==> config.mk <==
export PLATFORM = sky130hd
export DESIGN_NAME = lsu_mem_initiator
export DESIGN_NICKNAME = d
export VERILOG_FILES = /design/src/rtl/mem_if_pkg.sv /design/src/rtl/lsu_lane_align.sv /design/src/rtl/lsu_mem_initiator.sv
export SDC_FILE = /design/constraint.sdc
export NUM_CORES = 1
export LEC_CHECK = 0
export BUFFER_PORTS_ARGS = -buffer_cell sky130_fd_sc_hd__buf_2
export CORE_UTILIZATION = 40
export DETAILED_ROUTE_END_ITERATION = 7
export HOLD_SLACK_MARGIN = 0.03
export PLACE_DENSITY_LB_ADDON = 0.2
export SETUP_SLACK_MARGIN = 0.3
export SKIP_LAST_GASP = 1
export SLEW_MARGIN = 10
export SYNTH_ARGS = -nofsm -noshare
export SYNTH_HDL_FRONTEND = slang
export SYNTH_SLANG_ARGS = --single-unit
export TNS_END_PERCENT = 20
==> constraint.sdc <==
create_clock -name clk -period 4.35 [get_ports clk]
set_input_delay 0.6525 -clock clk [delete_from_list [all_inputs] [get_ports clk]]
set_output_delay 0.6525 -clock clk [all_outputs]
set_load 0.01 [all_outputs]
==> src/rtl/mem_if_pkg.sv <==
// -----------------------------------------------------------------------------
// mem_if_pkg
// Shared types and helpers for the load/store initiator and its lane aligner.
//   size_e      : access size encoding carried on req_size
//   cause_e     : completion cause reported on done_cause
//   lsu_state_e : initiator FSM states
//   size_mask() : byte-enable pattern of an access before lane shifting
// -----------------------------------------------------------------------------
package mem_if_pkg;

    localparam int WORD_BYTES = 4;

    typedef enum logic [1:0] {
        SZ_BYTE = 2'd0,
        SZ_HALF = 2'd1,
        SZ_WORD = 2'd2,
        SZ_ILL  = 2'd3
    } size_e;

    typedef enum logic [1:0] {
        CAUSE_NONE    = 2'd0,
        CAUSE_BUS     = 2'd1,
        CAUSE_TIMEOUT = 2'd2,
        CAUSE_ILLEGAL = 2'd3
    } cause_e;

    typedef enum logic [1:0] {
        S_IDLE  = 2'd0,
        S_BEAT0 = 2'd1,
        S_BEAT1 = 2'd2,
        S_DONE  = 2'd3
    } lsu_state_e;

    // Byte enables of an access sitting at offset 0; illegal size enables nothing.
    function automatic logic [WORD_BYTES-1:0] size_mask(input logic [1:0] size);
        case (size)
            SZ_BYTE: size_mask = 4'h1;
            SZ_HALF: size_mask = 4'h3;
            SZ_WORD: size_mask = 4'hF;
            default: size_mask = 4'h0;
        endcase
    endfunction

endpackage

==> src/rtl/lsu_lane_align.sv <==
// -----------------------------------------------------------------------------
// lsu_lane_align
// Purely combinational lane logic for the load/store initiator.
//   size, off      : access size and byte offset inside the first word
//   uns            : zero-extend (1) or sign-extend (0) load data
//   wdata          : right-justified store data
//   rd_beat0/1     : read data of first / second word (second is 0 if unsplit)
//   mask8          : byte enables across the two-word window {beat1, beat0}
//   split          : access touches the second word
//   wdata_lo/hi    : lane-positioned store data for beat0 / beat1
//   rdata          : reassembled and extended load result
// -----------------------------------------------------------------------------
module lsu_lane_align
    import mem_if_pkg::*;
(
    input  logic [1:0]  size,
    input  logic [1:0]  off,
    input  logic        uns,
    input  logic [31:0] wdata,
    input  logic [31:0] rd_beat0,
    input  logic [31:0] rd_beat1,
    output logic [7:0]  mask8,
    output logic        split,
    output logic [31:0] wdata_lo,
    output logic [31:0] wdata_hi,
    output logic [31:0] rdata
);

    logic [63:0] wshift;
    logic [31:0] rshift;
    logic        ext;

    always_comb begin
        mask8 = {4'b0000, size_mask(size)} << off;
        split = (mask8[7:4] != 4'b0000);

        // Shifting through a 64-bit window gives both beats at once: the bytes
        // pushed past bit 31 are exactly the beat1 data, already lane-aligned.
        wshift   = {32'h0, wdata} << {off, 3'b000};
        wdata_lo = wshift[31:0];
        wdata_hi = wshift[63:32];

        rshift = 32'({rd_beat1, rd_beat0} >> {off, 3'b000});
        ext    = 1'b0;
        rdata  = 32'h0;
        case (size)
            SZ_BYTE: begin
                ext   = ~uns & rshift[7];
                rdata = {{24{ext}}, rshift[7:0]};
            end
            SZ_HALF: begin
                ext   = ~uns & rshift[15];
                rdata = {{16{ext}}, rshift[15:0]};
            end
            SZ_WORD: rdata = rshift;
            default: rdata = 32'h0;
        endcase
    end

endmodule

==> src/rtl/lsu_mem_initiator.sv <==
// -----------------------------------------------------------------------------
// lsu_mem_initiator
// Turns one pipeline load/store into one or two single-word memory beats and
// returns a single completion pulse.
//   clk, rst_n            : clock, synchronous active-low reset
//   req_*                 : pipeline request (valid/ready handshake)
//   done_*                : one-cycle completion with load data and cause
//   r_v, w_v, adr, data,
//   strobe                : registered memory request
//   resp, resp_valid,
//   resp_error            : memory response
// -----------------------------------------------------------------------------
module lsu_mem_initiator
    import mem_if_pkg::*;
#(
    parameter int XLEN    = 32,
    parameter int TIMEOUT = 15
) (
    input  logic            clk,
    input  logic            rst_n,
    input  logic            req_valid,
    output logic            req_ready,
    input  logic            req_we,
    input  logic [1:0]      req_size,
    input  logic            req_unsigned,
    input  logic [XLEN-1:0] req_adr,
    input  logic [XLEN-1:0] req_wdata,
    output logic            done_valid,
    output logic [XLEN-1:0] done_rdata,
    output logic            done_error,
    output logic [1:0]      done_cause,
    output logic            r_v,
    output logic            w_v,
    output logic [XLEN-1:0] adr,
    output logic [XLEN-1:0] data,
    output logic [3:0]      strobe,
    input  logic [XLEN-1:0] resp,
    input  logic            resp_valid,
    input  logic            resp_error
);

    localparam int TW = $clog2(TIMEOUT + 1);

    lsu_state_e  state_q, state_d;
    logic        we_q, we_d;
    logic [1:0]  size_q, size_d;
    logic        uns_q, uns_d;
    logic [1:0]  off_q, off_d;
    logic [31:0] wdata_q, wdata_d;
    logic        split_q, split_d;
    logic [31:0] rd0_q, rd0_d;
    logic [TW-1:0] tmo_q, tmo_d;

    logic        r_v_q, r_v_d, w_v_q, w_v_d;
    logic [31:0] adr_q, adr_d, data_q, data_d;
    logic [3:0]  strobe_q, strobe_d;
    logic        done_valid_q, done_valid_d, done_error_q, done_error_d;
    logic [31:0] done_rdata_q, done_rdata_d;
    logic [1:0]  done_cause_q, done_cause_d;

    logic        idle;
    logic [1:0]  al_size, al_off;
    logic [31:0] al_wdata, al_b0, al_b1;
    logic [7:0]  al_mask8;
    logic        al_split;
    logic [31:0] al_wlo, al_whi, al_rdata;

    logic        fin, next_beat1;
    cause_e      fin_cause;
    logic [31:0] fin_rdata;

    assign idle      = (state_q == S_IDLE);
    assign req_ready = rst_n && idle;

    // In IDLE the aligner looks at the incoming request so beat0 can be
    // registered on the accepting edge; afterwards it uses the latched copy.
    assign al_size  = idle ? req_size : size_q;
    assign al_off   = idle ? req_adr[1:0] : off_q;
    assign al_wdata = idle ? req_wdata : wdata_q;
    // The final read beat completes on the edge its response arrives, so the
    // live response word is fed straight into the reassembly.
    assign al_b0    = (state_q == S_BEAT0) ? resp : rd0_q;
    assign al_b1    = (state_q == S_BEAT1) ? resp : 32'h0;

    lsu_lane_align u_align (
        .size     (al_size),
        .off      (al_off),
        .uns      (uns_q),
        .wdata    (al_wdata),
        .rd_beat0 (al_b0),
        .rd_beat1 (al_b1),
        .mask8    (al_mask8),
        .split    (al_split),
        .wdata_lo (al_wlo),
        .wdata_hi (al_whi),
        .rdata    (al_rdata)
    );

    always_comb begin
        state_d      = state_q;
        we_d         = we_q;
        size_d       = size_q;
        uns_d        = uns_q;
        off_d        = off_q;
        wdata_d      = wdata_q;
        split_d      = split_q;
        rd0_d        = rd0_q;
        tmo_d        = tmo_q;
        r_v_d        = 1'b0;
        w_v_d        = 1'b0;
        adr_d        = adr_q;
        data_d       = data_q;
        strobe_d     = strobe_q;
        done_valid_d = 1'b0;
        done_error_d = done_error_q;
        done_cause_d = done_cause_q;
        done_rdata_d = done_rdata_q;
        fin          = 1'b0;
        fin_cause    = CAUSE_NONE;
        fin_rdata    = 32'h0;
        next_beat1   = 1'b0;

        case (state_q)
            S_IDLE: begin
                if (req_valid && req_ready) begin
                    we_d    = req_we;
                    size_d  = req_size;
                    uns_d   = req_unsigned;
                    off_d   = req_adr[1:0];
                    wdata_d = req_wdata;
                    split_d = al_split;
                    tmo_d   = '0;
                    if (req_size == SZ_ILL) begin
                        fin       = 1'b1;
                        fin_cause = CAUSE_ILLEGAL;
                    end else begin
                        state_d  = S_BEAT0;
                        adr_d    = {req_adr[31:2], 2'b00};
                        strobe_d = al_mask8[3:0];
                        data_d   = al_wlo;
                        r_v_d    = ~req_we;
                        w_v_d    = req_we;
                    end
                end
            end

            S_BEAT0, S_BEAT1: begin
                if (we_q) begin
                    // Write beats last one cycle; an error seen in that cycle ends the access.
                    if (resp_error) begin
                        fin       = 1'b1;
                        fin_cause = CAUSE_BUS;
                    end else if (state_q == S_BEAT0 && split_q) begin
                        next_beat1 = 1'b1;
                    end else begin
                        fin = 1'b1;
                    end
                end else begin
                    if (resp_error) begin
                        fin       = 1'b1;
                        fin_cause = CAUSE_BUS;
                    end else if (resp_valid) begin
                        if (state_q == S_BEAT0) begin
                            rd0_d = resp;
                        end
                        if (state_q == S_BEAT0 && split_q) begin
                            next_beat1 = 1'b1;
                        end else begin
                            fin       = 1'b1;
                            fin_rdata = al_rdata;
                        end
                    end else if (tmo_q == TW'(TIMEOUT - 1)) begin
                        fin       = 1'b1;
                        fin_cause = CAUSE_TIMEOUT;
                    end else begin
                        // Keep the read request up; adr and strobe hold by default.
                        r_v_d = 1'b1;
                        tmo_d = tmo_q + TW'(1);
                    end
                end

                if (next_beat1) begin
                    state_d  = S_BEAT1;
                    adr_d    = adr_q + 32'd4;
                    strobe_d = al_mask8[7:4];
                    data_d   = al_whi;
                    r_v_d    = ~we_q;
                    w_v_d    = we_q;
                    tmo_d    = '0;
                end
            end

            S_DONE:  state_d = S_IDLE;
            default: state_d = S_IDLE;
        endcase

        if (fin) begin
            state_d      = S_DONE;
            done_valid_d = 1'b1;
            done_error_d = (fin_cause != CAUSE_NONE);
            done_cause_d = fin_cause;
            done_rdata_d = fin_rdata;
        end
    end

    always_ff @(posedge clk) begin
        if (!rst_n) begin
            state_q      <= S_IDLE;
            we_q         <= 1'b0;
            size_q       <= 2'b00;
            uns_q        <= 1'b0;
            off_q        <= 2'b00;
            wdata_q      <= 32'h0;
            split_q      <= 1'b0;
            rd0_q        <= 32'h0;
            tmo_q        <= '0;
            r_v_q        <= 1'b0;
            w_v_q        <= 1'b0;
            adr_q        <= 32'h0;
            data_q       <= 32'h0;
            strobe_q     <= 4'h0;
            done_valid_q <= 1'b0;
            done_error_q <= 1'b0;
            done_rdata_q <= 32'h0;
            done_cause_q <= 2'b00;
        end else begin
            state_q      <= state_d;
            we_q         <= we_d;
            size_q       <= size_d;
            uns_q        <= uns_d;
            off_q        <= off_d;
            wdata_q      <= wdata_d;
            split_q      <= split_d;
            rd0_q        <= rd0_d;
            tmo_q        <= tmo_d;
            r_v_q        <= r_v_d;
            w_v_q        <= w_v_d;
            adr_q        <= adr_d;
            data_q       <= data_d;
            strobe_q     <= strobe_d;
            done_valid_q <= done_valid_d;
            done_error_q <= done_error_d;
            done_rdata_q <= done_rdata_d;
            done_cause_q <= done_cause_d;
        end
    end

    assign r_v        = r_v_q;
    assign w_v        = w_v_q;
    assign adr        = adr_q;
    assign data       = data_q;
    assign strobe     = strobe_q;
    assign done_valid = done_valid_q;
    assign done_error = done_error_q;
    assign done_rdata = done_rdata_q;
    assign done_cause = done_cause_q;

endmodule

==> results of run 1 <==
## power by group
part	switching (µW)	internal (µW)	total, µW
clock	700	817	1520
combinational	2570	1450	4020
sequential	328	2030	2360
total	3600	4310	7900
## cell type report
cell class	instances	area, µm²	area share, %
multi-input combinational	938	5940	50.3
sequential	181	3620	30.7
timing repair buffer	229	1210	10.2
clock buffer	20	447	3.78
tap	324	405	3.43
clock inverter	12	124	1.05
inverter	16	60.1	0.509
antenna	2	5.00	0.0424
## state kept, by name, summed over array words and instances, names as in the netlist
name	count
state_q	2
uns_q	1
done_cause	2
done_error	1
done_rdata	32
adr	30
tmo_q	4
split_q	1
wdata_q	32
done_valid	1
strobe	4
we_q	1
size_q	2
w_v	1
data	32
r_v	1
off_q	2
rd0_q	32
## cells in the final DEF (no fill, tap or decap), drive strengths merged, types with 13 or more instances in the layout
cell     synthesis  final
nand3           59     59
clkbuf          61     20
a211o           13     13
nor2            71     71
a21oi          124    124
o21ai           65     65
nor2b           28     28
dfxtp          181    181
nor3            43     43
a211oi          35     35
o2bb2ai         24     24
inv             14     18
nand2          202    202
mux2i          103    103
buf             44    229
## worst reg2reg max path: stages (launching register included)
cell and delay, ns:
sky130_fd_sc_hd__dfxtp_1 0.33, sky130_fd_sc_hd__inv_1 0.14, sky130_fd_sc_hd__ha_4 0.30, sky130_fd_sc_hd__mux2i_1 0.37, sky130_fd_sc_hd__inv_1 0.11, sky130_fd_sc_hd__ha_1 0.25, sky130_fd_sc_hd__a21oi_1 0.27, sky130_fd_sc_hd__and3_1 0.42
sky130_fd_sc_hd__o21ai_1 0.32, sky130_fd_sc_hd__a31oi_1 0.32, sky130_fd_sc_hd__a221o_1 0.18
## cells by family (layout without fill, tap and decap cells)
family                   Yosys count  after routing  share of synthesized area [%]
buffers and inverters            121            277                           5.33
flip-flops                       181            181                           36.0
other                              1              4                         0.0373
AND/OR/NAND/NOR                  454            454                           20.6
multiplexers                     121            121                           13.6
XOR/XNOR                           3              3                          0.261
adder cells (fa/ha/maj)           11             11                           1.37
AO/OA/AOI/OAI                    347            347                           22.9
## path summary, 6_finish.rpt
path                  from             to  slack, ns  cells past startpoint
min reg2reg    wdata_q[29]    wdata_q[29]       0.46                      2
max reg2reg     state_q[0]  done_rdata[8]       1.29                     10
min          req_wdata[27]    wdata_q[27]       0.42                      3
max             state_q[0]  done_rdata[8]       1.29                     10
## metrics by stage
step / worst slack, ns / power, µW / instance area (µm²) / util (%)
6_report: 1.29 / 7900 / 11800 / 48.3
5_1_grt: 1.00 / 8430 / 11800 / 48.3
4_1_cts: 1.29 / 7890 / 11800 / 48.3
2_1_floorplan: 1.10 / 5170 / 10100 / -
3_5_place_dp: 1.26 / 6370 / 11200 / 45.9
3_3_place_gp: 1.32 / 6340 / 11200 / 45.9
## per-layer routing
layer  routed length, µm  share of wire, %
met5                   0                 0
met4                 475               1.4
met3                2430               7.4
met2               14400                44
met1               15500                47
==> metrics.txt, run 1 <==
# TYPE chip_impl_metric gauge
chip_impl_info{name="outcome",value="finished, final reports clean"} 1
chip_impl_metric{name="synth_enable_flop_cells",unit=""} 0
chip_impl_metric{name="tritoncts.num_buffers",unit=""} 17
chip_impl_metric{name="filler_cell_count",unit=""} 2403
chip_impl_metric{name="first_global_vias",unit=""} 9054
chip_impl_metric{name="instances_no_fill",unit=""} 1722
chip_impl_metric{name="critical_path_arrival",unit="ns"} 3.43
chip_impl_metric{name="grt_pass1_wl",unit="µm"} 51200
chip_impl_metric{name="synth_cells",unit=""} 1239
chip_impl_metric{name="layout_min_cycle_time",unit="ns"} 3.06
chip_impl_metric{name="worst_hold_margin",unit="ns"} 0.418
chip_impl_metric{name="drt.antenna.violating_nets",unit=""} 0
chip_impl_metric{name="worst_slew_pin_slew",unit="ns"} 1.15
chip_impl_metric{name="synthArstFlopShare",unit="%"} 0
chip_impl_metric{name="ys.warnings.count",unit=""} 0
chip_impl_metric{name="antenna_found_initial",unit=""} 2
chip_impl_metric{name="period_share",unit="%"} 70.4
chip_impl_metric{name="largest_net_degree_at_the_start_of_global_routing",unit=""} 72
chip_impl_metric{name="mean_post_synth_cell_area",unit="µm²"} 8.12
chip_impl_info{name="timing.critical_path.mode_cell",value="sky130_fd_sc_hd__inv_1"} 1
chip_impl_metric{name="post_route_drc_violation_count",unit=""} 0
chip_impl_metric{name="hold_violations",unit=""} 0
chip_impl_metric{name="fin_setup_tns",unit="ns"} 0
chip_impl_metric{name="design.final.nets",unit=""} 1499
chip_impl_metric{name="ir_worst_vdd",unit="V"} 0.000332
chip_impl_info{name="critical_path.startpoint_type",value="flip-flop"} 1
chip_impl_metric{name="postSynthRegisterBits",unit=""} 181
chip_impl_metric{name="drt_pre_antenna_iters",unit=""} 5
chip_impl_metric{name="drtIter0Drc",unit=""} 909
chip_impl_info{name="grt_setup_unrepaired",value="false"} 1
chip_impl_metric{name="critPathBufInv",unit=""} 2
chip_impl_metric{name="avgViaCountPerCell",unit=""} 5.80
chip_impl_info{name="synth.top_cells.by_area",value="sky130_fd_sc_hd__dfxtp_1, sky130_fd_sc_hd__mux2i_1, sky130_fd_sc_hd__nand2_1, sky130_fd_sc_hd__a21oi_1, sky130_fd_sc_hd__o21ai_0"} 1
chip_impl_metric{name="cts_htree_levels",unit=""} 4
chip_impl_metric{name="grt.met1_usage",unit="%"} 36.6
chip_impl_metric{name="timing.max_slew.rel_slack",unit="%"} 23.5
chip_impl_metric{name="grt.overflow.total",unit=""} 0
chip_impl_metric{name="initial_core_util",unit="%"} 41.1
chip_impl_metric{name="final-setup-viol-count",unit=""} 0
chip_impl_info{name="end_kind",value="flip-flop"} 1
chip_impl_metric{name="globalRouteMet2Util",unit="%"} 37.8
chip_impl_info{name="synth.largest_area_cell",value="sky130_fd_sc_hd__dfxtp_1"} 1
chip_impl_metric{name="syn_to_final_growth",unit="%"} 17.4
chip_impl_metric{name="worstSkewPairLatency",unit="ns"} 0.43
chip_impl_metric{name="place.detailed.hpwl",unit="µm"} 22900
chip_impl_metric{name="p_leak",unit="µW"} 0.00497
chip_impl_metric{name="clockBufferDepth",unit=""} 2
chip_impl_metric{name="worstPathMaxFanout",unit=""} 13
chip_impl_metric{name="worst_path_largest_cell_delay",unit="ns"} 0.42
chip_impl_metric{name="drive_above_1_share",unit="%"} 21.4
chip_impl_metric{name="worst_ep_required",unit="ns"} 4.72
chip_impl_metric{name="place_congestion",unit=""} 0.906
chip_impl_metric{name="fp.dieArea",unit="µm²"} 25800
chip_impl_metric{name="slew_viol_final",unit=""} 0
chip_impl_info{name="worst_hold_path_type",value="input port to flip-flop"} 1
chip_impl_info{name="root_buffer",value="sky130_fd_sc_hd__clkbuf_16"} 1
chip_impl_metric{name="cellPowerDensity",unit="nW/µm²"} 669
chip_impl_info{name="timing.critical_path.max_delay_family",value="compound AO/OA/AOI/OAI gates"} 1
chip_impl_info{name="clock_tree_from_tritoncts",value="yes"} 1
chip_impl_info{name="synth.cells.most_frequent",value="sky130_fd_sc_hd__nand2_1, sky130_fd_sc_hd__dfxtp_1, sky130_fd_sc_hd__a21oi_1"} 1
chip_impl_metric{name="max_capacitance_violation_total",unit=""} 0
chip_impl_metric{name="fin_worst_skew",unit="ns"} 0.0124
chip_impl_info{name="synth_most_common_cell",value="sky130_fd_sc_hd__nand2_1"} 1
chip_impl_metric{name="die_w",unit="µm"} 161
chip_impl_metric{name="maxClockFrequency",unit="MHz"} 327
chip_impl_metric{name="buffer_ports.inserted",unit=""} 209
chip_impl_metric{name="ctsHoldBuffers",unit=""} 0
chip_impl_metric{name="count_of_cell_types_in_the_netlist",unit=""} 75
chip_impl_metric{name="global_route.usage.met3",unit="%"} 3.82
chip_impl_metric{name="post_cts_resize_count",unit=""} 0
chip_impl_metric{name="globalRouteTotalUtil",unit="%"} 25.0
chip_impl_metric{name="syn-cell-area",unit="µm²"} 10100
chip_impl_info{name="critical_path.cell_chain",value="inv_1 -> ha_4 -> mux2i_1 -> inv_1 -> ha_1 -> a21oi_1 -> and3_1 -> o21ai_1 -> a31oi_1 -> a221o_1"} 1
chip_impl_metric{name="io_pins",unit=""} 212
chip_impl_metric{name="core",unit="µm²"} 24500
chip_impl_metric{name="cts.reportedPaths.clkPinSlew",unit="ns"} 0.08
chip_impl_metric{name="detail_route.wirelength",unit="µm"} 32800
chip_impl_metric{name="seq_area_frac_synth",unit="%"} 36.0
chip_impl_metric{name="clock-sinks",unit=""} 181
chip_impl_metric{name="core.rowCount",unit=""} 57
chip_impl_metric{name="wl_per_cell",unit="µm"} 19.0
chip_impl_info{name="yosys_most_used_dff",value="sky130_fd_sc_hd__dfxtp_1"} 1
chip_impl_info{name="timing.critical_path.slowest_stage_cell",value="sky130_fd_sc_hd__and3_1"} 1
chip_impl_metric{name="netlist.area_leader.share",unit="%"} 36.0
chip_impl_metric{name="die_y",unit="µm"} 161
chip_impl_metric{name="routed-via-count",unit=""} 9979
chip_impl_info{name="critPathKind",value="flip-flop to flip-flop"} 1
chip_impl_metric{name="post_cts.repair.setup_buffers",unit=""} 0
chip_impl_metric{name="placed_cells_incl_taps",unit=""} 1688
chip_impl_info{name="global_route.peak_usage_layer",value="met2"} 1
Power figures use the tool's default switching activity.
==> run 2, diff against run 1 <==
==> constraint.sdc (replaced) <==
create_clock -name clk -period 2.59 [get_ports clk]
set_input_delay 0.3885 -clock clk [delete_from_list [all_inputs] [get_ports clk]]
set_output_delay 0.3885 -clock clk [all_outputs]
set_load 0.01 [all_outputs]
==> run 2 against run 1 <==
Clock skew increased by 0.0020 ns; largest power group unchanged; via count increased by 2.6%; wire length increased by 2.9%; first-iteration DRC count decreased by 1.7%; core utilization increased by 3.2 points; clock power increased by 70%; critical path type unchanged; sequential power increased by 67%; global-route usage increased by 0.40 points; register-to-register slack got worse by 1.1 ns; fmax increased by 29%.
==> metrics.txt, run 2 (same netlist as run 1, synthesis figures left out) <==
# TYPE chip_impl_metric gauge
chip_impl_info{name="outcome",value="finished, final reports clean"} 1
chip_impl_metric{name="drt_pre_antenna_iters",unit=""} 5
chip_impl_info{name="grt_setup_unrepaired",value="true"} 1
chip_impl_metric{name="worst_hold_margin",unit="ns"} 0.152
chip_impl_metric{name="final-setup-viol-count",unit=""} 0
chip_impl_metric{name="detail_route.wirelength",unit="µm"} 33700
chip_impl_metric{name="maxClockFrequency",unit="MHz"} 423
chip_impl_metric{name="worstPathMaxFanout",unit=""} 7
chip_impl_metric{name="avgViaCountPerCell",unit=""} 5.78
chip_impl_info{name="timing.critical_path.mode_cell",value="sky130_fd_sc_hd__buf_12"} 1
chip_impl_metric{name="largest_net_degree_at_the_start_of_global_routing",unit=""} 66
chip_impl_metric{name="cellPowerDensity",unit="nW/µm²"} 1130
chip_impl_metric{name="syn_to_final_growth",unit="%"} 25.1
chip_impl_metric{name="worst_slew_pin_slew",unit="ns"} 0.831
chip_impl_info{name="critical_path.startpoint_type",value="flip-flop"} 1
chip_impl_metric{name="place.detailed.hpwl",unit="µm"} 23200
chip_impl_metric{name="fin_setup_tns",unit="ns"} 0
chip_impl_metric{name="critPathBufInv",unit=""} 3
chip_impl_info{name="critical_path.cell_chain",value="inv_4 -> ha_4 -> buf_12 -> mux2_4 -> buf_12 -> mux4_2 -> nor2_1 -> nor3_1 -> a211o_1"} 1
chip_impl_info{name="critPathKind",value="flip-flop to flip-flop"} 1
chip_impl_info{name="end_kind",value="flip-flop"} 1
chip_impl_metric{name="buffer_ports.inserted",unit=""} 209
chip_impl_metric{name="clock-sinks",unit=""} 181
chip_impl_metric{name="routed-via-count",unit=""} 10200
chip_impl_metric{name="path_depth",unit=""} 9
chip_impl_info{name="clock_tree_from_tritoncts",value="yes"} 1
chip_impl_metric{name="die_w",unit="µm"} 161
chip_impl_metric{name="fin_util",unit="%"} 51.5
chip_impl_metric{name="fin_worst_skew",unit="ns"} 0.0145
chip_impl_metric{name="postLayoutCellArea",unit="µm²"} 12600
chip_impl_info{name="worst_hold_path_type",value="input port to flip-flop"} 1
chip_impl_metric{name="antenna_found_initial",unit=""} 1
chip_impl_metric{name="io_pins",unit=""} 212
chip_impl_metric{name="worst_path_largest_cell_delay",unit="ns"} 0.43
chip_impl_metric{name="place_congestion",unit=""} 0.908
chip_impl_metric{name="min_path_cells",unit=""} 3
chip_impl_info{name="root_buffer",value="sky130_fd_sc_hd__clkbuf_16"} 1
chip_impl_metric{name="grt_pass1_wl",unit="µm"} 51800
chip_impl_metric{name="placed_cells_incl_taps",unit=""} 1717
chip_impl_metric{name="timing.max_slew.rel_slack",unit="%"} 44.5
chip_impl_metric{name="design.final.nets",unit=""} 1549
chip_impl_metric{name="core",unit="µm²"} 24500
chip_impl_metric{name="tritoncts.num_buffers",unit=""} 17
chip_impl_metric{name="ctsHoldBuffers",unit=""} 0
chip_impl_info{name="timing.critical_path.max_delay_family",value="multiplexers"} 1
chip_impl_metric{name="drive_above_1_share",unit="%"} 26.6
chip_impl_metric{name="drtIter0Drc",unit=""} 894
chip_impl_metric{name="cts.reportedPaths.clkPinSlew",unit="ns"} 0.07
chip_impl_metric{name="clockBufferDepth",unit=""} 2
chip_impl_metric{name="initial_core_util",unit="%"} 41.1
chip_impl_metric{name="p_leak",unit="µW"} 0.00530
chip_impl_metric{name="worst_r2r_path_depth",unit=""} 9
chip_impl_info{name="timing.critical_path.slowest_stage_cell",value="sky130_fd_sc_hd__mux4_2"} 1
chip_impl_info{name="layout.cells.most_common",value="sky130_fd_sc_hd__buf_2"} 1
chip_impl_metric{name="hold_violations",unit=""} 0
chip_impl_metric{name="core.rowCount",unit=""} 57
chip_impl_metric{name="instances_no_fill",unit=""} 1772
chip_impl_metric{name="layout_min_cycle_time",unit="ns"} 2.37
chip_impl_metric{name="filler_cell_count",unit=""} 2299
chip_impl_metric{name="slew_viol_final",unit=""} 0
chip_impl_metric{name="drt.antenna.violating_nets",unit=""} 0
chip_impl_metric{name="max_capacitance_violation_total",unit=""} 0
chip_impl_metric{name="cts_htree_levels",unit=""} 4
chip_impl_metric{name="first_global_vias",unit=""} 9150
chip_impl_metric{name="ir_worst_vdd",unit="V"} 0.000825
chip_impl_metric{name="worst_ep_required",unit="ns"} 2.91
chip_impl_metric{name="wl_per_cell",unit="µm"} 19.0
chip_impl_metric{name="post_dp_cell_area",unit="µm²"} 11600
chip_impl_metric{name="die_y",unit="µm"} 161
chip_impl_metric{name="post_route_drc_violation_count",unit=""} 0
chip_impl_metric{name="globalRouteTotalUtil",unit="%"} 25.4
chip_impl_metric{name="worstSkewPairLatency",unit="ns"} 0.44
chip_impl_metric{name="period_share",unit="%"} 91.3
chip_impl_metric{name="grt.overflow.total",unit=""} 0
chip_impl_metric{name="critical_path_arrival",unit="ns"} 2.69
chip_impl_metric{name="fp.dieArea",unit="µm²"} 25800
chip_impl_info{name="most_frequent_cells_in_the_layout",value="sky130_fd_sc_hd__buf_2, sky130_fd_sc_hd__nand2_1, sky130_fd_sc_hd__dfxtp_1"} 1
-- run 2: changes by cell type in the layout (fill, tap and decap cells not counted), moves of 4 or more --
cell                        before  now
sky130_fd_sc_hd__nor2_2          2    6
sky130_fd_sc_hd__nor2_1         69   63
sky130_fd_sc_hd__o2bb2ai_2       0    5
sky130_fd_sc_hd__buf_12          1    9
sky130_fd_sc_hd__ha_1            9    5
sky130_fd_sc_hd__mux2i_2         0    4
sky130_fd_sc_hd__mux2i_1       101   96
sky130_fd_sc_hd__buf_4          19   53
sky130_fd_sc_hd__o2bb2ai_1      24   17
sky130_fd_sc_hd__clkinv_4        4    0
-- run 2: routing by layer --
metal	vias up	wire [µm]	track usage, %	part of all wire [%]
met5	-	0	0	0
met4	0	444	6.84	1.3
met3	28	2550	5.32	7.6
met2	412	15000	38.0	45
met1	4889	15700	36.7	47
li1	4910	-	-	-
-- run 2: worst paths after layout --
| check | slack, ns | to | start |
|---|---|---|---|
| min reg2reg | 0.45 | wdata_q[27] | wdata_q[27] |
| max reg2reg | 0.22 | done_rdata[12] | state_q[0] |
| max | 0.22 | done_rdata[12] | state_q[0] |
| min | 0.15 | wdata_q[26] | req_wdata[26] |
-- run 2: through the flow --
| stage | power, µW | worst slack (ns) |
|---|---|---|
| CTS | 14000 | 0.222 |
| finish | 14300 | 0.225 |
| detailed placement | 11100 | -0.110 |
| floorplan | 8900 | -0.0290 |
| global route | 15200 | 0.148 |
| global placement | 11100 | -0.0317 |
-- run 2: repair_timing --
item                       4_1_cts  5_1_grt
cloned                           1        1
setup buffers                    9       10
setup endpoints to repair       72       82
pin swaps                        1        6
gates resized for setup         27       27
-- run 2: report_power, final --
part	leakage, µW	internal (µW)	switching, µW
Combinational	0.00356	3090	4650
Clock	0.000270	1430	1160
Sequential	0.00147	3430	519
Total	0.00530	7950	6330
-- run 2: cell type report --
type | instances | area [µm²] | area share (%)
Multi-Input combinational cell | 939 | 6190 | 49.2
Clock inverter | 11 | 126 | 1.00
Tap cell | 324 | 405 | 3.22
Inverter | 16 | 65.1 | 0.517
Clock buffer | 21 | 440 | 3.50
Antenna cell | 2 | 5.00 | 0.0398
Sequential cell | 181 | 3630 | 28.8
Timing Repair Buffer | 278 | 1730 | 13.7
-- run 2: worst register-to-register path, cell delays in order, from the launching register on --
cell	delay, ns
sky130_fd_sc_hd__dfxtp_4	0.38
sky130_fd_sc_hd__inv_4	0.05
sky130_fd_sc_hd__ha_4	0.16
sky130_fd_sc_hd__buf_12	0.14
sky130_fd_sc_hd__mux2_4	0.39
sky130_fd_sc_hd__buf_12	0.17
sky130_fd_sc_hd__mux4_2	0.43
sky130_fd_sc_hd__nor2_1	0.19
sky130_fd_sc_hd__nor3_1	0.10
sky130_fd_sc_hd__a211o_1	0.24
